## config.mk

```make
export PLATFORM = sky130hd
export DESIGN_NAME = budget_scheduler
export DESIGN_NICKNAME = d
export VERILOG_FILES = /design/src/rtl/budget_sched_pkg.sv /design/src/rtl/budget_slot_ring.sv /design/src/rtl/budget_scheduler.sv
export SDC_FILE = /design/constraint.sdc
export NUM_CORES = 1
export LEC_CHECK = 0
export ABC_CLOCK_PERIOD_IN_PS = 5400
export CAP_MARGIN = 25
export CORE_ASPECT_RATIO = 1.4
export CORE_MARGIN = 3
export CORE_UTILIZATION = 35
export CTS_CLUSTER_DIAMETER = 60
export CTS_CLUSTER_SIZE = 10
export DETAILED_ROUTE_END_ITERATION = 10
export PLACE_DENSITY_LB_ADDON = 0.12
export SLEW_MARGIN = 20
export SYNTH_ARGS = -nofsm -noshare
export SYNTH_HDL_FRONTEND = slang
export SYNTH_SLANG_ARGS = --single-unit
```

## constraint.sdc

```tcl
create_clock -name clk_i -period 5.4 [get_ports clk_i]
set_clock_uncertainty 0.1 [all_clocks]
set_input_delay 1.08 -clock clk_i [delete_from_list [all_inputs] [get_ports clk_i]]
set_output_delay 1.08 -clock clk_i [all_outputs]
set_load 0.005 [all_outputs]
```

## src/rtl/budget_sched_pkg.sv

```systemverilog
// Shared types and constants for the transaction budget scheduler and its slot ring.
package budget_sched_pkg;

    localparam int LEN_WIDTH = 8;
    localparam int OVERHEAD  = 5;

    typedef enum logic [1:0] {
        IDLE,
        ACTIVE,
        TIMEOUT
    } state_t;

    typedef struct packed {
        logic                 occupied;
        logic [LEN_WIDTH-1:0] len;
    } slot_t;

endpackage

```

## src/rtl/budget_slot_ring.sv

```systemverilog
// In-order ring of transaction slots; head is the oldest outstanding entry, tail the next free one.
module budget_slot_ring
    import budget_sched_pkg::*;
#(
    parameter int MaxTxns = 8,
    localparam int IdWidth = $clog2(MaxTxns)
) (
    input  logic                 clk,
    input  logic                 srst,
    input  logic                 flush,
    input  logic                 push,
    input  logic [LEN_WIDTH-1:0] push_len,
    input  logic                 pop,
    output logic [LEN_WIDTH-1:0] head_len,
    output logic [IdWidth-1:0]   tail_id,
    output logic [IdWidth:0]     count,
    output logic                 full,
    output logic                 empty
);

    if (MaxTxns < 2 || (MaxTxns & (MaxTxns - 1)) != 0) begin : g_size_check
        $error("budget_slot_ring: MaxTxns must be a power of two and at least 2");
    end

    // Pointers carry an extra wrap bit so full and empty are distinguishable.
    logic [IdWidth:0] head_reg;
    logic [IdWidth:0] tail_reg;
    slot_t            slot_view [MaxTxns];
    slot_t            head_slot;

    always_ff @(posedge clk) begin
        if (srst || flush) begin
            head_reg <= '0;
            tail_reg <= '0;
        end else begin
            if (push) tail_reg <= tail_reg + (IdWidth+1)'(1);
            if (pop)  head_reg <= head_reg + (IdWidth+1)'(1);
        end
    end

    genvar gi;
    for (gi = 0; gi < MaxTxns; gi++) begin : g_slot
        slot_t slot_reg;
        always_ff @(posedge clk) begin
            if (srst || flush) begin
                slot_reg <= '0;
            end else if (push && tail_reg[IdWidth-1:0] == IdWidth'(gi)) begin
                slot_reg <= '{occupied: 1'b1, len: push_len};
            end else if (pop && head_reg[IdWidth-1:0] == IdWidth'(gi)) begin
                slot_reg <= '0;
            end
        end
        assign slot_view[gi] = slot_reg;
    end

    assign head_slot = slot_view[head_reg[IdWidth-1:0]];
    assign head_len  = head_slot.occupied ? head_slot.len : '0;
    assign tail_id   = tail_reg[IdWidth-1:0];
    assign count     = tail_reg - head_reg;
    assign empty     = (tail_reg == head_reg);
    assign full      = (tail_reg[IdWidth-1:0] == head_reg[IdWidth-1:0])
                    && (tail_reg[IdWidth] != head_reg[IdWidth]);

endmodule

```

## src/rtl/budget_scheduler.sv

```systemverilog
// Allocates in-order transaction slots, tracks the summed (len + overhead) budget and raises a
// sticky timeout when the beat-to-beat stall timer reaches that budget.
module budget_scheduler
    import budget_sched_pkg::*;
#(
    parameter int MaxTxns  = 8,
    parameter int LenWidth = 8,
    parameter int Overhead = OVERHEAD,
    parameter int CntWidth = 16,
    localparam int IdWidth = $clog2(MaxTxns)
) (
    input  logic                clk_i,
    input  logic                rst_i,
    input  logic                alloc_valid_i,
    output logic                alloc_ready_o,
    input  logic [LenWidth-1:0] alloc_len_i,
    output logic [IdWidth-1:0]  alloc_id_o,
    input  logic                beat_i,
    input  logic                retire_i,
    input  logic                timeout_clear_i,
    output logic [CntWidth-1:0] budget_o,
    output logic [CntWidth-1:0] timer_o,
    output logic [IdWidth:0]    outstanding_o,
    output logic                timeout_o,
    output logic                err_o
);

    localparam longint BudgetMax = longint'(MaxTxns) * ((longint'(1) << LenWidth) - 1 + Overhead);

    if ((longint'(1) << CntWidth) <= BudgetMax) begin : g_width_check
        $error("budget_scheduler: CntWidth too narrow for the worst-case budget");
    end
    if (LenWidth != LEN_WIDTH) begin : g_len_check
        $error("budget_scheduler: LenWidth must match the slot length width");
    end

    state_t              state_reg, state_next;
    logic [CntWidth-1:0] budget_reg, budget_next;
    logic [CntWidth-1:0] timer_reg, timer_next;
    logic                err_reg, err_next;

    logic                alloc, retire, flush, open;
    logic                full, empty;
    logic [LenWidth-1:0] head_len;
    logic [CntWidth-1:0] alloc_amt, retire_amt;

    budget_slot_ring #(.MaxTxns(MaxTxns)) u_ring (
        .clk      (clk_i),
        .srst     (rst_i),
        .flush    (flush),
        .push     (alloc),
        .push_len (alloc_len_i),
        .pop      (retire),
        .head_len (head_len),
        .tail_id  (alloc_id_o),
        .count    (outstanding_o),
        .full     (full),
        .empty    (empty)
    );

    assign open          = (state_reg != TIMEOUT);
    assign alloc_ready_o = open && !full;
    assign alloc         = alloc_valid_i && alloc_ready_o;
    assign retire        = retire_i && open && !empty;
    assign flush         = (state_reg == TIMEOUT) && timeout_clear_i;
    assign alloc_amt     = alloc  ? CntWidth'(alloc_len_i) + CntWidth'(Overhead) : '0;
    assign retire_amt    = retire ? CntWidth'(head_len) + CntWidth'(Overhead) : '0;

    always_comb begin
        state_next  = state_reg;
        timer_next  = timer_reg;
        budget_next = budget_reg + alloc_amt - retire_amt;
        err_next    = retire_i && open && empty;
        case (state_reg)
            IDLE: begin
                timer_next = '0;
                if (alloc) state_next = ACTIVE;
            end
            ACTIVE: begin
                // The stall check wins over a same-cycle drain to empty.
                if (timer_reg == budget_reg && !beat_i) begin
                    state_next = TIMEOUT;
                end else if (retire && !alloc && outstanding_o == (IdWidth+1)'(1)) begin
                    state_next = IDLE;
                    timer_next = '0;
                end else if (beat_i || alloc) begin
                    timer_next = '0;
                end else if (timer_reg != {CntWidth{1'b1}}) begin
                    timer_next = timer_reg + CntWidth'(1);
                end
            end
            TIMEOUT: begin
                if (timeout_clear_i) begin
                    state_next  = IDLE;
                    timer_next  = '0;
                    budget_next = '0;
                end
            end
            default: state_next = IDLE;
        endcase
    end

    always_ff @(posedge clk_i) begin
        if (rst_i) begin
            state_reg  <= IDLE;
            budget_reg <= '0;
            timer_reg  <= '0;
            err_reg    <= 1'b0;
        end else begin
            state_reg  <= state_next;
            budget_reg <= budget_next;
            timer_reg  <= timer_next;
            err_reg    <= err_next;
        end
    end

    assign budget_o  = budget_reg;
    assign timer_o   = timer_reg;
    assign timeout_o = (state_reg == TIMEOUT);
    assign err_o     = err_reg;

endmodule

```

==> results.toml, run 1 <==
[drt]
vias_per_cell = 5.54
drtIter0Drc = 453
wl_met3_um = 752
drt_pass1_iterations = 5
wl_met2_um = 11500
highest_layer = "met4"
drt_wl_total_um = 21300
post_drt_wl_per_cell_um = 19.7
antenna_left = 0
vias = 5996
drc_errors = 0
m1WireLength_um = 8440

[timing]
setup_viol = 0
hold_viol = 0
fin_hold_ws_ns = 0.368
clock.fmax_mhz = 207
rsz0062_at_grt = "no"
slew_viol_final = 0
relSlewSlack_pct = 31.1
fin_crit_sh_pct = 89.6
max_slew.worst_pin.slew_ns = 1.03
finalSetupTns_ns = 0
min_period_ns = 4.84

[logic_synthesis]
synth_top_cell_area_share_pct = 33.5
synthCells = 785
yosys-top-cells-area = "dfxtp_1 33%, ha_1 6.2%, a22oi_1 5.2%"
yosysSeqAreaShare_pct = 33.5
synth_nets = 843
async_reset_ff_share_pct = 0
synth_cell_types = 68
synth_top_area_cell = "dfxtp_1"
yosys_register_bits = 115
avgSynthCellArea_um2 = 8.76
ys_warn_count = 0
synth_enable_flop_cells = 0
ys.flop_type = "dfxtp_1"
netlist_area_um2 = 6870

[die]
ios = 56
die_h_um = 172
dieWidth_um = 124
die_area_um2 = 21400
initial_core_util_pct = 35.8
rows = 60
core_um2 = 19200

[setup_path]
max_stage_delay_ns = 0.61
slowest_stage = "dfxtp_1"
cp_cell_sequence = "buf_4 -> mux4_1 -> mux2i_1 -> o21a_1 -> nor2_1 -> a21o_1 -> a21oi_1 -> fa_1 -> inv_1 -> ha_1 -> a21oi_1 -> o21ai_0 -> a2111oi_0 -> or4_1 -> nand2_1"
crit_arrival_ns = 5.04
cp_data_required_time_ns = 5.60
crit_type = "flip-flop to flip-flop"
path_max_fanout = 12
crit_path_end_kind = "flip-flop"
crit_path_frequent_cell = "a21oi_1"
start_kind = "flip-flop"
r2r_setup_slack_ns = 0.56
r2r_cells = 15
r2r-start = "u_ring.head_reg[1]$_SDFFE_PP0P_"
rr_endpoint = "budget_o[12]$_SDFF_PP0_"

[pwr]
p_per_area_nw_per_um2 = 454
seqPwrFrac_pct = 28.0
ir_drop_mv = 0.236
power.total_w = 0.00374
power_report.internal_total_w = 0.00240
p_sw_share_pct = 35.8
pwr-share-clk_pct = 32.0
p_leak_nw = 3.23
p_comb_share_pct = 40.0
netSwitchingPower_w = 0.00134

[global_routing]
first_global_vias = 6124
grt_overflow = 0
track_usage_pct = 20.1
antenna_found_initial = 0
grt_start_max_net_pins = 55
grt_pass1_wl_um = 33700

[clock_network]
tritoncts = "yes"
numClockSinks = 115
cts.hold.buffers_added = 0
cts_resized = 0
h-tree-depth = 4
clockBufferDepth = 2
cts-root-buf = "clkbuf_16"
cts_buffers = 17
clk_pin_slew_ns = 0.05
cts_setup_buffers = 0
clk_latency_ns = 0.41

[cells_and_area]
finalInstanceArea_um2 = 8240
nNetsFinal = 882
layout.cells.non_filler = 1083
drive_gt1_share_pct = 9.58
fill_cells = 1951
layout_commonest_cell = "dfxtp_1"
largest_register_ffs = 72
layout_common_cells = "115 x dfxtp_1, 93 x nor2_1, 60 x nand3_1"
area_growth_syn_to_layout_pct = 19.9
antenna_cells = 0

[outcome]
run_status = "complete, no violations"

[min_path]
min_delay_path_depth = 2
worst_hold_startpoint = "u_ring.g_slot[7].slot_reg[3]$_SDFFE_PP0P_"
hold_class = "flip-flop to flip-flop"
min_to = "u_ring.g_slot[7].slot_reg[3]$_SDFFE_PP0P_"

[job]
drv_cap = 0

[placement]
port_buffers = 55
place_area_um2 = 7620
globalplace.congestion = 0.862
dp.cells = 1053
hpwl_um = 15600
==> through the flow <==
stage	utilization (%)	setup slack (ns)
6_report	42.9	0.561
5_1_grt	42.9	0.173
4_1_cts	42.9	0.545
3_5_place_dp	39.6	0.546
3_3_place_gp	39.6	0.551
2_1_floorplan	-	0.703
==> synthesized netlist by cell type, drive strengths merged (9+ instances only) <==
cell	n
a21o	19
nand3	60
nand2	42
nor3	17
o21ai	11
inv	54
xnor2	21
mux4	16
nand4	18
a22oi	48
nor2	95
buf	24
a21oi	46
dfxtp	115
mux2i	10
fa	10
a31oi	9
xor2	17
clkbuf	29
ha	34
==> worst max-delay path, delay by kind of cell, from the launching register on <==
kind	cells	cell delay, ns
compound gates	6	1.70
fa+ha+maj	2	0.75
buf+inv	2	0.38
flops	1	0.61
mux	2	0.90
simple gates	3	0.29
==> worst max-delay path by stage <==
stage	start	to	slack, ns	depth (start not counted)
floorplan	u_ring.head_reg[2]$_SDFFE_PP0P_	budget_o[12]$_SDFF_PP0_	0.70	18
global placement	alloc_len_i[3]	budget_o[15]$_SDFF_PP0_	0.55	14
detailed placement	alloc_len_i[3]	budget_o[15]$_SDFF_PP0_	0.55	14
CTS	u_ring.head_reg[1]$_SDFFE_PP0P_	budget_o[15]$_SDFF_PP0_	0.55	16
global route	u_ring.head_reg[2]$_SDFFE_PP0P_	budget_o[12]$_SDFF_PP0_	0.17	16
finish	u_ring.head_reg[1]$_SDFFE_PP0P_	budget_o[12]$_SDFF_PP0_	0.56	15
==> kinds of logic (layout without fill, tap and decap cells) <==
| group | count (synthesis) | count (layout) | synth area share [%] |
|---|---|---|---|
| compound gates | 182 | 182 | 19.5 |
| mux | 27 | 27 | 7.26 |
| simple gates | 271 | 271 | 18.9 |
| fa+ha+maj | 44 | 44 | 9.10 |
| flops | 115 | 115 | 33.5 |
| buf+inv | 108 | 158 | 6.79 |
| xor+xnor | 38 | 38 | 4.95 |
==> layer usage <==
| layer | track usage, % | vias up |
|---|---|---|
| met5 | 0 | - |
| met4 | 7.96 | 0 |
| met3 | 3.73 | 37 |
| met2 | 38.3 | 154 |
| met1 | 21.8 | 2905 |
| li1 | - | 2900 |
==> final cells by class <==
type                    instances  area, um^2  area share, %
clock buffers                  20         467           5.66
clock inverters                10         156           1.90
inverters                      55         206           2.50
multi-input cells             562        4120           49.9
flip-flops and latches        115        2300           27.9
well taps                     248         310           3.76
repair buffers                 73         686           8.32
==> power groups by stage <==
stage                     Sequential [W]  Clock (W)  Combinational (W)
final                            0.00105    0.00120            0.00150
after floorplan                  0.00102          0            0.00107
after detailed placement         0.00107          0            0.00149
after global routing             0.00106    0.00127            0.00167
after CTS                        0.00105    0.00122            0.00150
after global placement           0.00107          0            0.00147
Power figures use the tool's default switching activity.
==> run 2, diff against run 1 <==
--- a/config.mk
+++ b/config.mk
@@ -10,6 +10,7 @@
 export CORE_ASPECT_RATIO = 1.4
 export CORE_MARGIN = 3
 export CORE_UTILIZATION = 35
+export CTS_BUF_LIST = sky130_fd_sc_hd__clkbuf_8
 export CTS_CLUSTER_DIAMETER = 60
 export CTS_CLUSTER_SIZE = 10
 export DETAILED_ROUTE_END_ITERATION = 10
==> run 2 against run 1 <==
Sequential power hardly changed. Utilization is 1.0 points lower. Register-to-register slack hardly changed. Critical path depth is 1 higher. Fmax is 0.17% lower. Non-clock buffer count stayed put. Sequential cell count stayed put. First-iteration DRC count is 12% higher. Global-route usage is 0.078 points lower. Critical endpoint is now budget_o[15]$_SDFF_PP0_. Highest routed layer unchanged.
==> results.toml, run 2 (synthesis results as in run 1) <==
[pwr]
p_leak_nw = 3.14
netSwitchingPower_w = 0.00130
seqPwrFrac_pct = 30.5
ir_drop_mv = 0.152
p_per_area_nw_per_um2 = 427
power_report.internal_total_w = 0.00213
p_comb_share_pct = 43.5
p_sw_share_pct = 37.9
pwr-share-clk_pct = 26.0

[global_routing]
grt_start_max_net_pins = 55
antenna_found_initial = 0
grt_pass1_wl_um = 33500
track_usage_pct = 20.0
grt_overflow = 0
first_global_vias = 6126

[die]
core_um2 = 19200
die_h_um = 172
ios = 56
initial_core_util_pct = 35.8
dieWidth_um = 124
rows = 60
die_area_um2 = 21400

[drt]
drtIter0Drc = 508
drc_errors = 0
antenna_left = 0
vias = 6045
drt_pass1_iterations = 5
post_drt_wl_per_cell_um = 19.6
drt_wl_total_um = 21200
vias_per_cell = 5.58

[cells_and_area]
layout_common_cells = "115 x dfxtp_1, 93 x nor2_1, 60 x nand3_1"
largest_register_ffs = 72
antenna_cells = 0
finish.utilization_pct = 41.9
fill_cells = 1971
layout_commonest_cell = "dfxtp_1"
multiInputGateArea_um2 = 4120
drive_gt1_share_pct = 9.58
area_growth_syn_to_layout_pct = 17.1
seq_area_um2 = 2300
nNetsFinal = 882

[setup_path]
cp-startpoint = "u_ring.head_reg[1]$_SDFFE_PP0P_"
crit_type = "flip-flop to flip-flop"
r2r-start = "u_ring.head_reg[1]$_SDFFE_PP0P_"
start_kind = "flip-flop"
path_max_fanout = 12
crit_arrival_ns = 5.12
cp_data_required_time_ns = 5.67
crit_path_end_kind = "flip-flop"

[clock_network]
cts-root-buf = "clkbuf_8"
cts_buffers = 17
numClockSinks = 115
clk_latency_ns = 0.44
cts_resized = 0
cts_setup_buffers = 0
h-tree-depth = 4
tritoncts = "yes"
cts.hold.buffers_added = 0
clk_pin_slew_ns = 0.07
clockBufferDepth = 2

[timing]
max_slew.worst_pin.slew_ns = 1.00
relSlewSlack_pct = 33.1
rsz0062_at_grt = "no"
fin_crit_sh_pct = 89.8
slew_viol_final = 0
setup_viol = 0
hold_viol = 0
min_period_ns = 4.85
clock.fmax_mhz = 206
finalSetupTns_ns = 0

[placement]
port_buffers = 55
hpwl_um = 15600
globalplace.congestion = 0.862

[job]
drv_cap = 0

[outcome]
run_status = "complete, no violations"

[min_path]
worst_hold_startpoint = "u_ring.g_slot[7].slot_reg[3]$_SDFFE_PP0P_"
hold_class = "flip-flop to flip-flop"
## run 2: through the flow
stage          setup WS (ns)  hold slack [ns]  instance area (um^2)  cells  total power [W]
2_1_floorplan          0.703            0.342                  6870    785          0.00209
3_3_place_gp           0.551            0.350                  7620   1053          0.00254
3_5_place_dp           0.546            0.360                  7620   1053          0.00256
4_1_cts                0.542            0.369                  8050   1083          0.00347
5_1_grt                0.171            0.385                  8050   1083          0.00368
6_report               0.553            0.370                  8050   1083          0.00344
## run 2: power groups by stage
stage	clock, W	sequential (W)	combinational (W)
finish	0.000893	0.00105	0.00150
global route	0.000954	0.00106	0.00167
CTS	0.000919	0.00105	0.00150
detailed placement	0	0.00107	0.00149
global placement	0	0.00107	0.00147
floorplan	0	0.00102	0.00107
## run 2: final timing paths
| kind | end | depth (start not counted) | slack [ns] |
|---|---|---|---|
| max | budget_o[15]$_SDFF_PP0_ | 16 | 0.55 |
| min reg2reg | u_ring.g_slot[7].slot_reg[3]$_SDFFE_PP0P_ | 2 | 0.37 |
| min | u_ring.g_slot[7].slot_reg[3]$_SDFFE_PP0P_ | 2 | 0.37 |
| max reg2reg | budget_o[15]$_SDFF_PP0_ | 16 | 0.55 |
## run 2: cell type report
| cell class | instances | area share, % |
|---|---|---|
| Multi-Input combinational cell | 562 | 51.1 |
| Sequential cell | 115 | 28.6 |
| Timing Repair Buffer | 73 | 8.52 |
| Tap cell | 248 | 3.85 |
| Clock buffer | 20 | 3.42 |
| Inverter | 55 | 2.56 |
| Clock inverter | 10 | 1.94 |
## run 2: critical path, stage by stage (launching register included)
cell and delay (ns):
dfxtp_1 0.63, buf_4 0.32, mux4_1 0.59, mux2i_1 0.30, nor2_2 0.06, or2_4 0.25, nand3_1 0.11, mux2_2 0.37
fa_1 0.39, inv_1 0.08, ha_1 0.29, a21o_1 0.22, a21o_1 0.19, a21oi_1 0.23, o211ai_1 0.15, or3_1 0.38
a21oi_1 0.13
## run 2: routing by layer
layer	global-route usage [%]	routed length, um	share of wire (%)	vias to the layer above
li1	-	-	-	2896
met4	8.30	573	2.7	0
met5	0	0	0	-
met1	21.6	8380	39	2950
met2	38.1	11500	54	163
met3	3.79	770	3.6	36
==> run 3, diff against run 2 <==
--- a/config.mk
+++ b/config.mk
@@ -5,7 +5,7 @@
 export SDC_FILE = /design/constraint.sdc
 export NUM_CORES = 1
 export LEC_CHECK = 0
-export ABC_CLOCK_PERIOD_IN_PS = 5400
+export ABC_CLOCK_PERIOD_IN_PS = 4700
 export CAP_MARGIN = 25
 export CORE_ASPECT_RATIO = 1.4
 export CORE_MARGIN = 3
@@ -15,6 +15,7 @@
 export CTS_CLUSTER_SIZE = 10
 export DETAILED_ROUTE_END_ITERATION = 10
 export PLACE_DENSITY_LB_ADDON = 0.12
+export REMOVE_ABC_BUFFERS = 1
 export SLEW_MARGIN = 20
 export SYNTH_ARGS = -nofsm -noshare
 export SYNTH_HDL_FRONTEND = slang
==> constraint.sdc (replaced) <==
create_clock -name clk_i -period 4.7 [get_ports clk_i]
set_clock_uncertainty 0.1 [all_clocks]
set_input_delay 0.94 -clock clk_i [delete_from_list [all_inputs] [get_ports clk_i]]
set_output_delay 0.94 -clock clk_i [all_outputs]
set_load 0.005 [all_outputs]
==> run 3 against run 2 <==
Global-route usage hardly changed. Design area is 2.5% higher. Worst setup slack worse by 0.33 ns. Sequential cell count stayed put. Combinational power is 19% higher. Wire length hardly changed.
==> results.toml, run 3 (synthesis results as in run 1) <==
[outcome]
run_status = "complete, no violations"

[timing]
setup_viol = 0
slew_viol_final = 0
fin_crit_sh_pct = 95.3
hold_viol = 0
relSlewSlack_pct = 48.2
min_period_ns = 4.48
finalSetupTns_ns = 0
fin_ws_ns = 0.223
max_slew.worst_pin.slew_ns = 0.775
clock.fmax_mhz = 223

[min_path]
hold_class = "flip-flop to flip-flop"

[clock_network]
clockBufferDepth = 2
cts.hold.buffers_added = 0
clk_latency_ns = 0.45
numClockSinks = 115
clk_pin_slew_ns = 0.07
cts_buffers = 17
cts-root-buf = "clkbuf_8"
tritoncts = "yes"
h-tree-depth = 4

[cells_and_area]
drive_gt1_share_pct = 11.8
antenna_cells = 0
finish.utilization_pct = 43.0
layout_common_cells = "114 x dfxtp_1, 93 x nor2_1, 60 x nand3_1"
largest_register_ffs = 72
nNetsFinal = 898
area_growth_syn_to_layout_pct = 20.1
layout_commonest_cell = "dfxtp_1"
seq_area_um2 = 2300
multiInputGateArea_um2 = 4120
fill_cells = 1947

[global_routing]
grt_overflow = 0
grt_pass1_wl_um = 33900
grt_util_met1_pct = 21.9
grt_start_max_net_pins = 81
use_met3_pct = 3.23
grt-busiest-layer = "met2"
first_global_vias = 6185
grtUsageMet2_pct = 38.1
antenna_found_initial = 0
track_usage_pct = 20.0

[placement]
hpwl_um = 16000
globalplace.congestion = 0.894
pre_cts_slack_ns = 0.0982
port_buffers = 55

[drt]
vias = 6158
drc_errors = 0
drt_pass1_iterations = 6
post_drt_wl_per_cell_um = 19.3
drtIter0Drc = 375
vias_per_cell = 5.59
antenna_left = 0
drt_wl_total_um = 21300

[setup_path]
crit_path_end_kind = "flip-flop"
crit_arrival_ns = 4.75
start_kind = "flip-flop"
cp_data_required_time_ns = 4.97
path_max_fanout = 11
crit_type = "flip-flop to flip-flop"

[die]
die_h_um = 172
die_area_um2 = 21400
ios = 56
initial_core_util_pct = 35.8
core_um2 = 19200
rows = 60
dieWidth_um = 124

[pwr]
power.total_w = 0.00406
ir_drop_mv = 0.179
p_leak_nw = 3.23
p_per_area_nw_per_um2 = 492

[job]
drv_cap = 0
[run 3: power breakdown]
part | leakage (nW) | internal (W) | switching, W | total [W]
Clock | 0.226 | 0.000658 | 0.000436 | 0.00109
Sequential | 0.935 | 0.00107 | 0.000113 | 0.00118
Combinational | 2.06 | 0.000815 | 0.000966 | 0.00178
[run 3: worst paths after layout]
path,start,endpoint,slack [ns],cells past startpoint
worst max-delay path,u_ring.head_reg[2]$_SDFFE_PP0P_,budget_o[15]$_SDFF_PP0_,0.22,17
worst min-delay path,u_ring.g_slot[7].slot_reg[4]$_SDFFE_PP0P_,u_ring.g_slot[7].slot_reg[4]$_SDFFE_PP0P_,0.37,2
worst max register to register,u_ring.head_reg[2]$_SDFFE_PP0P_,budget_o[15]$_SDFF_PP0_,0.22,17
worst min register to register,u_ring.g_slot[7].slot_reg[4]$_SDFFE_PP0P_,u_ring.g_slot[7].slot_reg[4]$_SDFFE_PP0P_,0.37,2
[run 3: repair_timing]
action	in CTS	in global routing
resized for setup	0	6
setup endpoints to repair	0	4
setup buffers	0	5
[run 3: metal layers]
| layer | routed length [um] | vias up |
|---|---|---|
| li1 | - | 2934 |
| met1 | 8500 | 2998 |
| met2 | 11200 | 187 |
| met3 | 828 | 39 |
| met4 | 731 | 0 |
| met5 | 0 | - |
[run 3: critical path, cell delays in order (launching register included)]
cell and delay (ns):
dfxtp_2 0.40, buf_12 0.17, mux4_2 0.52, mux2i_2 0.20, nor2_1 0.09, ha_1 0.20, or2_4 0.26, nand3_1 0.12
mux2_2 0.37, fa_1 0.51, inv_1 0.04, ha_1 0.23, a21o_1 0.19, a21o_1 0.20, a21oi_2 0.17, o211ai_1 0.13
or3_1 0.38, a21oi_1 0.14
[run 3: area by class of cell]
| type | count | share of cell area [%] |
|---|---|---|
| Tap cell | 248 | 3.76 |
| Clock inverter | 13 | 2.50 |
| Timing Repair Buffer | 89 | 10.3 |
| Sequential cell | 115 | 27.9 |
| Multi-Input combinational cell | 562 | 49.9 |
| Inverter | 55 | 2.50 |
| Clock buffer | 19 | 3.17 |
[run 3: per-stage QoR]
stage               instance area, um^2  hold slack, ns  cells
floorplan                          6610           0.342    732
CTS                                8200           0.368   1095
finish                             8260           0.368   1101
detailed placement                 7730           0.358   1063
global placement                   7730           0.357   1063
global route                       8260           0.390   1101
